--- src/rtl/ysyx_22040895_wbu_pkg.sv ---
// Shared widths and write-back source encodings for the write-back unit.
package ysyx_22040895_wbu_pkg;

    localparam int ysyx_22040895_RegBus     = 64;
    localparam int ysyx_22040895_RegAddrBus = 5;
    localparam int ysyx_22040895_RegNum     = 32;

    localparam logic ysyx_22040895_WriteEnable = 1'b1;

    typedef enum logic {
        WB_SRC_EXU = 1'b0,
        WB_SRC_LSU = 1'b1
    } wb_src_e;

    localparam wb_src_e ysyx_22040895_WbSrcLsu = WB_SRC_LSU;
    localparam wb_src_e ysyx_22040895_WbSrcExu = WB_SRC_EXU;

endpackage

--- src/rtl/ysyx_22040895_wbu_scoreboard.sv ---
// Per-register pending scoreboard: tracks in-flight writes, raises the
// RAW/WAW hazard stall toward decode and flags results nobody was waiting for.
module ysyx_22040895_scoreboard
    import ysyx_22040895_wbu_pkg::*;
#(
    parameter int ADDR_W = ysyx_22040895_RegAddrBus
) (
    input  logic                            clk,
    input  logic                            rst,
    input  logic                            issue_valid_i,
    input  logic                            issue_we_i,
    input  logic [ADDR_W-1:0]               issue_rd_i,
    input  logic                            issue_rs1_en_i,
    input  logic [ADDR_W-1:0]               issue_rs1_i,
    input  logic                            issue_rs2_en_i,
    input  logic [ADDR_W-1:0]               issue_rs2_i,
    input  logic                            clr_en_i,
    input  logic [ADDR_W-1:0]               clr_addr_i,
    input  logic                            acc_valid_i,
    input  logic [ADDR_W-1:0]               acc_rd_i,
    output logic                            stall_o,
    output logic [ysyx_22040895_RegNum-1:0] pending_o,
    output logic                            err_o
);

    logic [ysyx_22040895_RegNum-1:0] pending_q, pending_d;
    logic                            err_q, err_d;
    logic                            issue_fire;

    // Hazard compare: any used source or the destination still in flight.
    always_comb begin
        stall_o = issue_valid_i &&
                  ((issue_rs1_en_i && pending_q[issue_rs1_i]) ||
                   (issue_rs2_en_i && pending_q[issue_rs2_i]) ||
                   (issue_we_i     && pending_q[issue_rd_i]));
        issue_fire = issue_valid_i && !stall_o;
    end

    // Next scoreboard state; set is applied after clear so set wins on a collision.
    always_comb begin
        pending_d = pending_q;
        err_d     = err_q;
        if (clr_en_i) begin
            pending_d[clr_addr_i] = 1'b0;
        end
        if (issue_fire && issue_we_i && (issue_rd_i != '0)) begin
            pending_d[issue_rd_i] = 1'b1;
        end
        pending_d[0] = 1'b0;
        if (acc_valid_i && (acc_rd_i != '0) && !pending_q[acc_rd_i]) begin
            err_d = 1'b1;
        end
    end

    // Scoreboard and sticky error registers.
    always_ff @(posedge clk or negedge rst) begin
        if (!rst) begin
            pending_q <= '0;
            err_q     <= 1'b0;
        end else begin
            pending_q <= pending_d;
            err_q     <= err_d;
        end
    end

    assign pending_o = pending_q;
    assign err_o     = err_q;

endmodule

--- src/rtl/ysyx_22040895_wbu.sv ---
// Write-back unit: LSU-priority arbiter between EXU and LSU results feeding
// one registered register-file write port, plus the hazard scoreboard.
module ysyx_22040895_wbu
    import ysyx_22040895_wbu_pkg::*;
#(
    parameter int REG_W  = ysyx_22040895_RegBus,
    parameter int ADDR_W = ysyx_22040895_RegAddrBus
) (
    input  logic                            clk,
    input  logic                            rst,
    input  logic                            issue_valid_i,
    input  logic                            issue_we_i,
    input  logic [ADDR_W-1:0]               issue_rd_i,
    input  logic                            issue_rs1_en_i,
    input  logic                            issue_rs2_en_i,
    input  logic [ADDR_W-1:0]               issue_rs1_i,
    input  logic [ADDR_W-1:0]               issue_rs2_i,
    output logic                            stall_o,
    input  logic                            exu_valid_i,
    output logic                            exu_ready_o,
    input  logic [ADDR_W-1:0]               exu_rd_i,
    input  logic [REG_W-1:0]                exu_data_i,
    input  logic                            lsu_valid_i,
    output logic                            lsu_ready_o,
    input  logic [ADDR_W-1:0]               lsu_rd_i,
    input  logic [REG_W-1:0]                lsu_data_i,
    output logic                            we_o,
    output logic [ADDR_W-1:0]               waddr_o,
    output logic [REG_W-1:0]                wdata_o,
    output logic [ysyx_22040895_RegNum-1:0] pending_o,
    output logic                            err_o
);

    wb_src_e           src_sel;
    logic              acc_valid;
    logic [ADDR_W-1:0] acc_rd;
    logic [REG_W-1:0]  acc_data;
    logic              we_q, we_d;
    logic [ADDR_W-1:0] waddr_q, waddr_d;
    logic [REG_W-1:0]  wdata_q, wdata_d;

    // Fixed-priority arbitration: LSU always wins; nothing is accepted in reset.
    always_comb begin
        lsu_ready_o = rst;
        exu_ready_o = rst && !lsu_valid_i;
        src_sel     = lsu_valid_i ? ysyx_22040895_WbSrcLsu : ysyx_22040895_WbSrcExu;
        acc_valid   = (lsu_valid_i && lsu_ready_o) || (exu_valid_i && exu_ready_o);
        acc_rd      = (src_sel == WB_SRC_LSU) ? lsu_rd_i   : exu_rd_i;
        acc_data    = (src_sel == WB_SRC_LSU) ? lsu_data_i : exu_data_i;
    end

    // Next write-port contents; x0 results are accepted but dropped.
    always_comb begin
        we_d    = 1'b0;
        waddr_d = waddr_q;
        wdata_d = wdata_q;
        if (acc_valid && (acc_rd != '0)) begin
            we_d    = ysyx_22040895_WriteEnable;
            waddr_d = acc_rd;
            wdata_d = acc_data;
        end
    end

    // Registered write port toward the register file.
    always_ff @(posedge clk or negedge rst) begin
        if (!rst) begin
            we_q    <= 1'b0;
            waddr_q <= '0;
            wdata_q <= '0;
        end else begin
            we_q    <= we_d;
            waddr_q <= waddr_d;
            wdata_q <= wdata_d;
        end
    end

    assign we_o    = we_q;
    assign waddr_o = waddr_q;
    assign wdata_o = wdata_q;

    ysyx_22040895_scoreboard #(
        .ADDR_W (ADDR_W)
    ) u_scoreboard (
        .clk            (clk),
        .rst            (rst),
        .issue_valid_i  (issue_valid_i),
        .issue_we_i     (issue_we_i),
        .issue_rd_i     (issue_rd_i),
        .issue_rs1_en_i (issue_rs1_en_i),
        .issue_rs1_i    (issue_rs1_i),
        .issue_rs2_en_i (issue_rs2_en_i),
        .issue_rs2_i    (issue_rs2_i),
        .clr_en_i       (we_q),
        .clr_addr_i     (waddr_q),
        .acc_valid_i    (acc_valid),
        .acc_rd_i       (acc_rd),
        .stall_o        (stall_o),
        .pending_o      (pending_o),
        .err_o          (err_o)
    );

endmodule

--- config.mk ---
export PLATFORM = sky130hd
export DESIGN_NAME = ysyx_22040895_wbu
export DESIGN_NICKNAME = d
export VERILOG_FILES = /design/src/rtl/ysyx_22040895_wbu_pkg.sv /design/src/rtl/ysyx_22040895_wbu_scoreboard.sv /design/src/rtl/ysyx_22040895_wbu.sv
export SDC_FILE = /design/constraint.sdc
export NUM_CORES = 1
export LEC_CHECK = 0
export CORE_ASPECT_RATIO = 0.6
export CORE_UTILIZATION = 38
export CTS_CLUSTER_SIZE = 8
export DETAILED_ROUTE_END_ITERATION = 7
export HOLD_SLACK_MARGIN = 0.08
export PLACE_DENSITY_LB_ADDON = 0.08
export SYNTH_ARGS = -nofsm -noshare
export SYNTH_HDL_FRONTEND = slang
export SYNTH_SLANG_ARGS = --single-unit
--- constraint.sdc ---
create_clock -name clk -period 2.3 [get_ports clk]
set_input_delay 0.46 -clock clk [delete_from_list [all_inputs] [get_ports clk]]
set_output_delay 0.46 -clock clk [all_outputs]
set_load 0.005 [all_outputs]
Word-level counts from Yosys, hierarchy flattened
Index checks and enable logic that the tools add are counted.
{ "classes": {"bitwise_logic": 3, "magnitude_cmp": 7, "n_reduce_logical": 22, "n_mux": 18} }
{ "ops": {"columns": ["operator", "count"], "rows": [
  ["two-way mux 32 bit", 2],
  ["two-way mux 64 bit", 1],
  ["AND 32 bit", 1],
  ["NOT 32 bit", 1],
  ["OR 32 bit", 1],
  ["< comparator 5 x 6 -> 1 bit (second input constant)", 5],
  ["binary-select mux 1 bit (select 5 bit)", 4],
  ["logical AND 1 bit", 14],
  ["demux 1 bit (select 5 bit)", 2],
  [">= comparator 5 x 1 -> 1 bit (second input constant)", 2],
  ["nonzero test 5 bit", 2],
  ["two-way mux 1 bit", 8],
  ["two-way mux 5 bit", 1],
  ["zero test 1 bit", 3],
  ["logical OR 1 bit", 3]
]} }
{ "totals": {"regBits": 102, "output_inout_bits": 106, "in_bits": 161, "wordCells": 55} }

Logic depth before layout (Yosys ltp)
{ "logic_depth": {"ltp_word": 11, "mapped_depth": 8} }

By module
From an unflattened synthesis, not the netlist that was laid out.
{ "unflattened": {"cells_unflattened": 517, "area_unflattened_um2": 6416.2} }
{ "modules_own_cells": {"columns": ["module", "instances", "seq_area_each_um2", "area_each_um2", "cells_per_inst"], "rows": [
  ["ysyx_22040895_wbu", 1, 1751.7, 3480.8, 233],
  ["ysyx_22040895_scoreboard", 1, 800.8, 2935.3, 284]
]} }

Worst setup path after synthesis
OpenSTA, ideal clock, no wires.
{ "synth_timing": {"kind": "input to output", "start": "in issue_rs1_i[1]", "end": "out stall_o", "path_stages": 6, "path_buffers": 1, "arrival_ps": 2048, "slack_ps": -208, "cell_sequence": "buf_4 > mux4_2 > nand2b_1 > a221o_1 > a32oi_4 > a21boi_0"} }
{ "synth_between": {"elab_chain_cells": 6} }
{ "synth_lines": {"columns": ["element", "line", "rtl"], "rows": [
  ["start, declared", "ysyx_22040895_wbu.sv:16", "input logic [ADDR_W-1:0] issue_rs1_i,"],
  ["binary-select mux 1 bit (select 5 bit)", "ysyx_22040895_wbu_scoreboard.sv:33", "((issue_rs1_en_i && pending_q[issue_rs1_i]) ||"],
  ["two-way mux 1 bit (implied by the code)", "ysyx_22040895_wbu_scoreboard.sv:33", null],
  ["logical AND 1 bit", "ysyx_22040895_wbu_scoreboard.sv:33", null],
  ["logical OR 1 bit", "ysyx_22040895_wbu_scoreboard.sv:33", null],
  ["logical OR 1 bit", "ysyx_22040895_wbu_scoreboard.sv:34", "(issue_rs2_en_i && pending_q[issue_rs2_i]) ||"],
  ["logical AND 1 bit", "ysyx_22040895_wbu_scoreboard.sv:32", "stall_o = issue_valid_i &&"],
  ["end, declared", "ysyx_22040895_wbu.sv:18", "output logic stall_o,"]
]} }
Every way passes these cells. The select of a mux whose other input is x is not followed.

Final worst setup path
{ "layout_timing": {"start": "reg u_scoreboard.pending_q[7] (netlist: u_scoreboard.pending_o[7])", "end": "out stall_o"} }
{ "layout_between": {"elab_chain_cells": 6, "elab_cells_between_ends": 12} }
{ "layout_lines": {"columns": ["element", "line", "rtl"], "rows": [
  ["start, declared", "ysyx_22040895_wbu_scoreboard.sv:26", "logic [ysyx_22040895_RegNum-1:0] pending_q, pending_d;"],
  ["start signal, assigned", "ysyx_22040895_wbu_scoreboard.sv:61", "pending_q <= pending_d;"],
  ["binary-select mux 1 bit (select 5 bit) (on tied branches)", "ysyx_22040895_wbu_scoreboard.sv:33, ysyx_22040895_wbu_scoreboard.sv:34", null],
  ["two-way mux 1 bit (on tied branches)", "ysyx_22040895_wbu_scoreboard.sv:33, ysyx_22040895_wbu_scoreboard.sv:34", null],
  ["logical AND 1 bit (on tied branches)", "ysyx_22040895_wbu_scoreboard.sv:33, ysyx_22040895_wbu_scoreboard.sv:34", null],
  ["logical OR 1 bit", "ysyx_22040895_wbu_scoreboard.sv:33", null],
  ["logical OR 1 bit *", "ysyx_22040895_wbu_scoreboard.sv:34", null],
  ["logical AND 1 bit *", "ysyx_22040895_wbu_scoreboard.sv:32", null]
]} }
Every way passes the cells marked *; elsewhere a longest branch is shown, timed or not. The select of a mux whose other input is x is not followed.

==> run_results.csv <==
group,metric,value,unit
floorplan,chipHeight,97.1,microns
worst_setup_path,cp.arrival,2210,ps
placed_design,io_buffers,265,
timing,finClkSkew,7.40,ps
yosys,synth_edf_count,0,
cts,cts_buffer_depth,2,
flow_run,cap_violations,0,
floorplan,die_area,15600,sq um
yosys,syn_nets,711,
yosys,ys_warn_count,0,
route,wl_per_cell,19.2,microns
cells_and_area,stdcell_count,1094,
timing,hold_ws,129,ps
pwr,max-vdd-ir-drop,618,uV
worst_setup_path,worstPathRequired,1840,ps
pwr,p_leak,0.00413,uW
worst_setup_path,critPathMaxStageDelay,490,ps
cells_and_area,num_antenna_cells,0,
pwr,power.total,8130,uW
timing,maxSlewHeadroom,0.637,
timing,setup_viol,30,
cells_and_area,syn2layout_area_growth,70.0,%
worst_setup_path,reg2reg_to,"u_scoreboard.pending_o[21]",
placed_design,dp.cells,1065,
placed_design,hpwlAfterDp,17.0,mm
route,vias,5789,
cts,cts_root_buffer,"clkbuf_16",
timing,finalCritPeriodShare,1.16,
global_route,grt_pass1_wl,32.0,mm
cts,cts_buffers,9,
worst_setup_path,cp-end-kind,"output port",
worst_setup_path,crit_path_max_fanout,3,
global_route,grtUsageMet2,0.416,
yosys,syn_area,5730,sq um
global_route,grt_use_total,0.269,
yosys,synthCells,550,
yosys,async_flop_share,1.00,
route,firstDrtPassIters,7,
route,ant_nets,0,
route,drcViolationCount,0,
cts,htree_levels,3,
global_route,globalRoute.busiestLayer,"met2",
worst_setup_path,crit_start,"u_scoreboard.pending_o[7]",
yosys,ys_types,39,
worst_setup_path,path_cells,"mux4_2 > o21a_1 > a221o_1 > a32oi_4 > a21boi_2 > buf_2",
placed_design,dp_worst_setup_slack,-1070,ps
cells_and_area,final_nets,1052,
timing,period_needed,2670,ps
route,wl,21.0,mm
cts,cts.sinks,102,
yosys,netlist.area_leader.share,0.445,
worst_setup_path,slowest_stage,"mux4_2",
yosys,synthTopCellsByCount,"dfrtp_1, mux2i_1, nor2_1",
global_route,grt_start_max_net_pins,60,
run_status,status,"finished with violations",
yosys,synth_top_cell_by_area,"dfrtp_1",
floorplan,num_rows,34,
worst_setup_path,reg2regPathDepth,8,
yosys,synth.yosys.seq_area_share,0.445,
worst_setup_path,crit_path_start_kind,"flip-flop",
worst_setup_path,path_class,"reg2out",
yosys,avgSynthCellArea,10.4,sq um
timing,finalHoldViolations,0,
global_route,gr-total-overflow,0,
placed_design,place_area,9260,sq um
cells_and_area,seqCellArea,2560,sq um
yosys,synth_seq_cells,102,
global_route,use_met1,0.376,
worst_setup_path,worstReg2RegStart,"u_scoreboard.pending_o[7]",
cells_and_area,fin_area,9740,sq um
floorplan,start_util,0.393,
cts,cts_tree,"done",
timing,timing.fmax,374,MHz
worst_setup_path,ff2ff_setup_slack,-160,ps
cts,clk_latency,350,ps
global_route,met3_usage,0.0819,
cells_and_area,drive_gt1_frac,0.198,
pwr,p_per_area,835,nW/um^2
timing,rsz0062_at_grt,"yes",
yosys,synth_ff_type,"dfrtp_1",
yosys,synth.most_common_cell,"dfrtp_1",
placed_design,gp_congestion,0.930,
floorplan,coreArea,14600,sq um
cells_and_area,multi_input_area,3090,sq um
timing,drv_slew,0,
floorplan,ios,267,
global_route,antenna_found_initial,0,
cells_and_area,fill_cells,1149,
min_path,min_path_type,"in2async",
timing,max_slew.worst_pin.slew,544,ps
cts,cts.clk_slew.worst_paths,70,ps
route,viasPerCell,5.29,
timing,layout_setup_ws,-371,ps
route,drt-initial-drc-count,495,
yosys,synth_area_leaders,"dfrtp_1, mux2i_1, mux4_2",
run_status,violations,"negative setup slack",
global_route,grt_pass1_vias,5727,
floorplan,die_w,161,microns
kinds of logic after synthesis:
family                 count (synthesis)  synth area share
AOI/OAI and AO/OA                    149             0.143
buffers and inverters                 41            0.0319
DFF                                  102             0.445
muxes                                124             0.261
other                                  1          0.000654
and+or+nand+nor                      133             0.118
routing by layer:
metal | up-vias | wire length [microns]
met4 | 0 | 162
li1 | 2694 | -
met3 | 17 | 2080
met1 | 2800 | 9420
met2 | 278 | 9380
met5 | - | 0
critical path: cells and delay by family (launching register included):
kind	cells	cell delay, ps
flip-flops	1	450
multiplexers	1	490
buffers and inverters	1	120
AO/OA/AOI/OAI	4	800
per-stage QoR:
| step | util | TNS [ps] |
|---|---|---|
| finish | 0.667 | -2980 |
| detailed placement | 0.635 | -26080 |
| CTS | 0.664 | -4500 |
| global route | 0.667 | -4450 |
| floorplan | - | -53.7 |
| global placement | 0.635 | -25310 |
layout make-up:
type,instances,area share
Clock inverter,7,0.00745
Sequential cell,102,0.263
Clock buffer,9,0.0231
Inverter,3,0.00116
Multi-Input combinational cell,407,0.317
Timing Repair Buffer,368,0.363
Tap cell,198,0.0254
layout by cell type (no fill, tap or decap), types with 4 or more instances in the layout:
master           count
clkdlybuf4s50_1    251
mux2i_1             99
dfrtp_1             96
buf_4               92
nor2_1              76
a21oi_1             68
o21ai_0             55
mux4_2              20
nand3b_1            10
clkbuf_16            9
buf_12               9
nor2b_1              8
nand2b_1             8
o21ai_1              8
dfrtp_2              6
nand3_1              5
or3b_2               5
dlygate4sd2_1        5
mux2_2               4
and2_1               4
nand2_1              4
buf_6                4
what timing repair did:
action / 4_1_cts / 5_1_grt
setup endpoints to repair: 32 / 32
buffers inserted: 10 / 3
hold buffers: 0 / 0
resized for setup: 31 / 15
pin swaps: 8 / 6
sequential cells by signal, summed over array words and instances, names as in the netlist:
| signal | count |
|---|---|
| wdata_o | 64 |
| u_scoreboard.pending_o | 31 |
| waddr_o | 5 |
| u_scoreboard.err_o | 1 |
| we_o | 1 |
worst max-delay path by stage:
stage | end | slack, ps
floorplan | stall_o | -50
global placement | stall_o | -1060
detailed placement | stall_o | -1070
CTS | stall_o | -430
global route | stall_o | -410
finish | stall_o | -370
where the power goes:
group          internal, uW  leakage, uW  total (uW)  switching, uW
logic                  2330      0.00285        3760           1430
registers              2250      0.00113        2860            611
clock network           769     0.000143        1510            738
Power figures use the tool's default switching activity.
==> RTL change, RTL diff (config.mk and constraints unchanged) <==
The package constant `ysyx_22040895_RegAddrBus` goes from 5 to 10.
--- a/src/rtl/ysyx_22040895_wbu_pkg.sv
+++ b/src/rtl/ysyx_22040895_wbu_pkg.sv
@@ -2,7 +2,7 @@
 package ysyx_22040895_wbu_pkg;
 
     localparam int ysyx_22040895_RegBus     = 64;
-    localparam int ysyx_22040895_RegAddrBus = 5;
+    localparam int ysyx_22040895_RegAddrBus = 10;
     localparam int ysyx_22040895_RegNum     = 32;
 
     localparam logic ysyx_22040895_WriteEnable = 1'b1;
Interface: changed (6 resized); port bits go from 267 to 297. The function was not compared with the original's and may differ.
==> RTL change against the original RTL <==
The flow still finishes with violations (negative setup slack). Worst setup slack worse by 0.13 ns. Sequential cell count is 5 higher. Register-to-register slack better by 0.08 ns. Core utilization decreased by 2.6 points. Clock skew is 0.0019 ns higher. Routed wire length increased by 14%. Cell area is 7.4% higher. Worst hold slack improved by 0.11 ns. Largest cell class unchanged. Area after synthesis grew 11%. Die area increased by 11%.
Power is not compared: it rests on default switching activity, and its combinational part moved more than twofold at a synthesized area within 25%.
==> RTL change: results (changes against the original RTL) <==
[status]
status = finished, violations left  ; unchanged
violations = negative setup slack  ; unchanged

[synth]
synth_cell_types = 56  ; was 39
synth_fp_nets = 792  ; was 711
postSynthCellCount = 606  ; was 550
synth_area_leaders = dfrtp_1 (42%), mux2i_1 (15%), a21oi_1 (6.0%)  ; was dfrtp_1 (45%), mux2i_1 (17%), mux4_2 (7.9%)
synth.cells.most_frequent = dfrtp_1 (107), mux2i_1 (93), nor2_1 (82)  ; was dfrtp_1 (102), mux2i_1 (100), nor2_1 (76)

[route]
first_iter_violations = 496  ; was 495
wl_um = 23900  ; was 21050 um
via_per_inst = 5.464  ; was 5.292
dr.pass1.iters = 5  ; was 7

[global_routing]
grt_pass1_vias = 6185  ; was 5727
grt_pass1_wl_um = 35110  ; was 31970 um
grt_use_total = 0.2726  ; was 0.2693
antenna_found_initial = 1  ; was 0
grt_max_degree = 103  ; was 60

[critical_path]
arrival_ns = 2.34  ; was 2.21 ns
crit_start = u_scoreboard.pending_o[6]  ; was u_scoreboard.pending_o[7]
crit_slowest_cell = dfrtp_2  ; was mux4_2
cpPeakStageDelay_ns = 0.46  ; was 0.49 ns

[cells_and_area]
drive_above_1_share = 0.2088  ; was 0.1975
final_cells = 1186  ; was 1094
nets = 1139  ; was 1052
largest_register_ffs = 64  ; unchanged

[timing]
relSlewSlack = 0.6406  ; was 0.6373
finalSetupTns_ns = -1.488  ; was -2.978 ns
setup_viol = 32  ; was 30
timing.final.ws_setup_ns = -0.4973  ; was -0.3709 ns

[placed_design]
io_buffers = 285  ; was 265
post-place-ws_ns = -1.125  ; was -1.074 ns
place.gp.congestion = 1.001  ; was 0.9299

[pwr]
peakVddDrop_uv = 348.6

-- RTL change: cell types whose count changed in the layout (fill, tap and decap cells not counted), moves of 4 or more --
| cell | change |
|---|---|
| clkdlybuf4s50_1 | +23 |
| nand2b_1 | -8 |
| o21ai_0 | -23 |
| a21oi_1 | +8 |
| mux2i_1 | -6 |
| buf_12 | -5 |
| o21ai_1 | -7 |
| nor2_1 | +6 |
| buf_6 | +5 |
| o31ai_2 | +30 |
| nand3b_1 | -4 |
| nand3_1 | +31 |
-- RTL change: per-stage QoR --
step	hold WS, ns	cell area, um2
4_1_cts	0.2459	10410
5_1_grt	0.2667	10460
3_3_place_gp	0.3058	9978
6_report	0.2389	10460
2_1_floorplan	0.1644	6420
3_5_place_dp	0.3067	9978
-- RTL change: power groups by stage --
stage | Combinational (W) | Sequential (W) | Clock [W]
after detailed placement | 0.00151 | 0.00224 | 0
final | 0.00153 | 0.00221 | 0.00162
after CTS | 0.00153 | 0.00221 | 0.00167
after floorplan | 0.000548 | 0.00223 | 0
after global placement | 0.00148 | 0.00224 | 0
after global routing | 0.00164 | 0.00224 | 0.00174
-- RTL change: per-layer routing --
metal / track usage / vias up / wire [um]
met2: 0.4036 / 354 / 10600
met4: 0.07415 / 0 / 388
met1: 0.3799 / 3137 / 10260
met5: 0 / - / 0
met3: 0.09334 / 40 / 2651
li1: - / 2949 / -
-- RTL change: cell type report --
class / count / area, um2
clock inverter: 6 / 81.33
clock buffer: 10 / 229.0
multi-input combinational: 445 / 3476
timing repair buffer: 388 / 3696
tap: 228 / 285.3
fill: 1362 / 5843
inverter: 2 / 7.507
sequential: 107 / 2688
-- RTL change: kinds of logic (layout without fill, tap and decap cells) --
family                 count (synthesis)  in the layout  synth area share
AO/OA/AOI/OAI                        167            167            0.1808
buffers and inverters                 54            406           0.04593
flip-flops                           107            107            0.4200
multiplexers                         119            119            0.2342
other                                  1              1         0.0005882
AND/OR/NAND/NOR                      158            158            0.1185
-- RTL change: final timing paths --
kind,to,slack [ns],cells after the start
worst max-delay path,stall_o,-0.50,7
worst min register to register,u_scoreboard.err_o,0.49,2
worst max register to register,u_scoreboard.pending_o[4],-0.08,7
min in group clk,u_scoreboard.err_o,0.49,2
max in group asynchronous,wdata_o[62],1.51,2
worst min-delay path,waddr_o[5],0.24,2
-- RTL change: timing repair --
item                                    CTS  global route
endpoints found under the setup margin   32            32
gates cloned                              1             0
endpoints found under the hold margin     3             0
hold buffers                              1             0
pin swaps                                 5             6
resized for setup                        26            22
setup buffers                             8             1
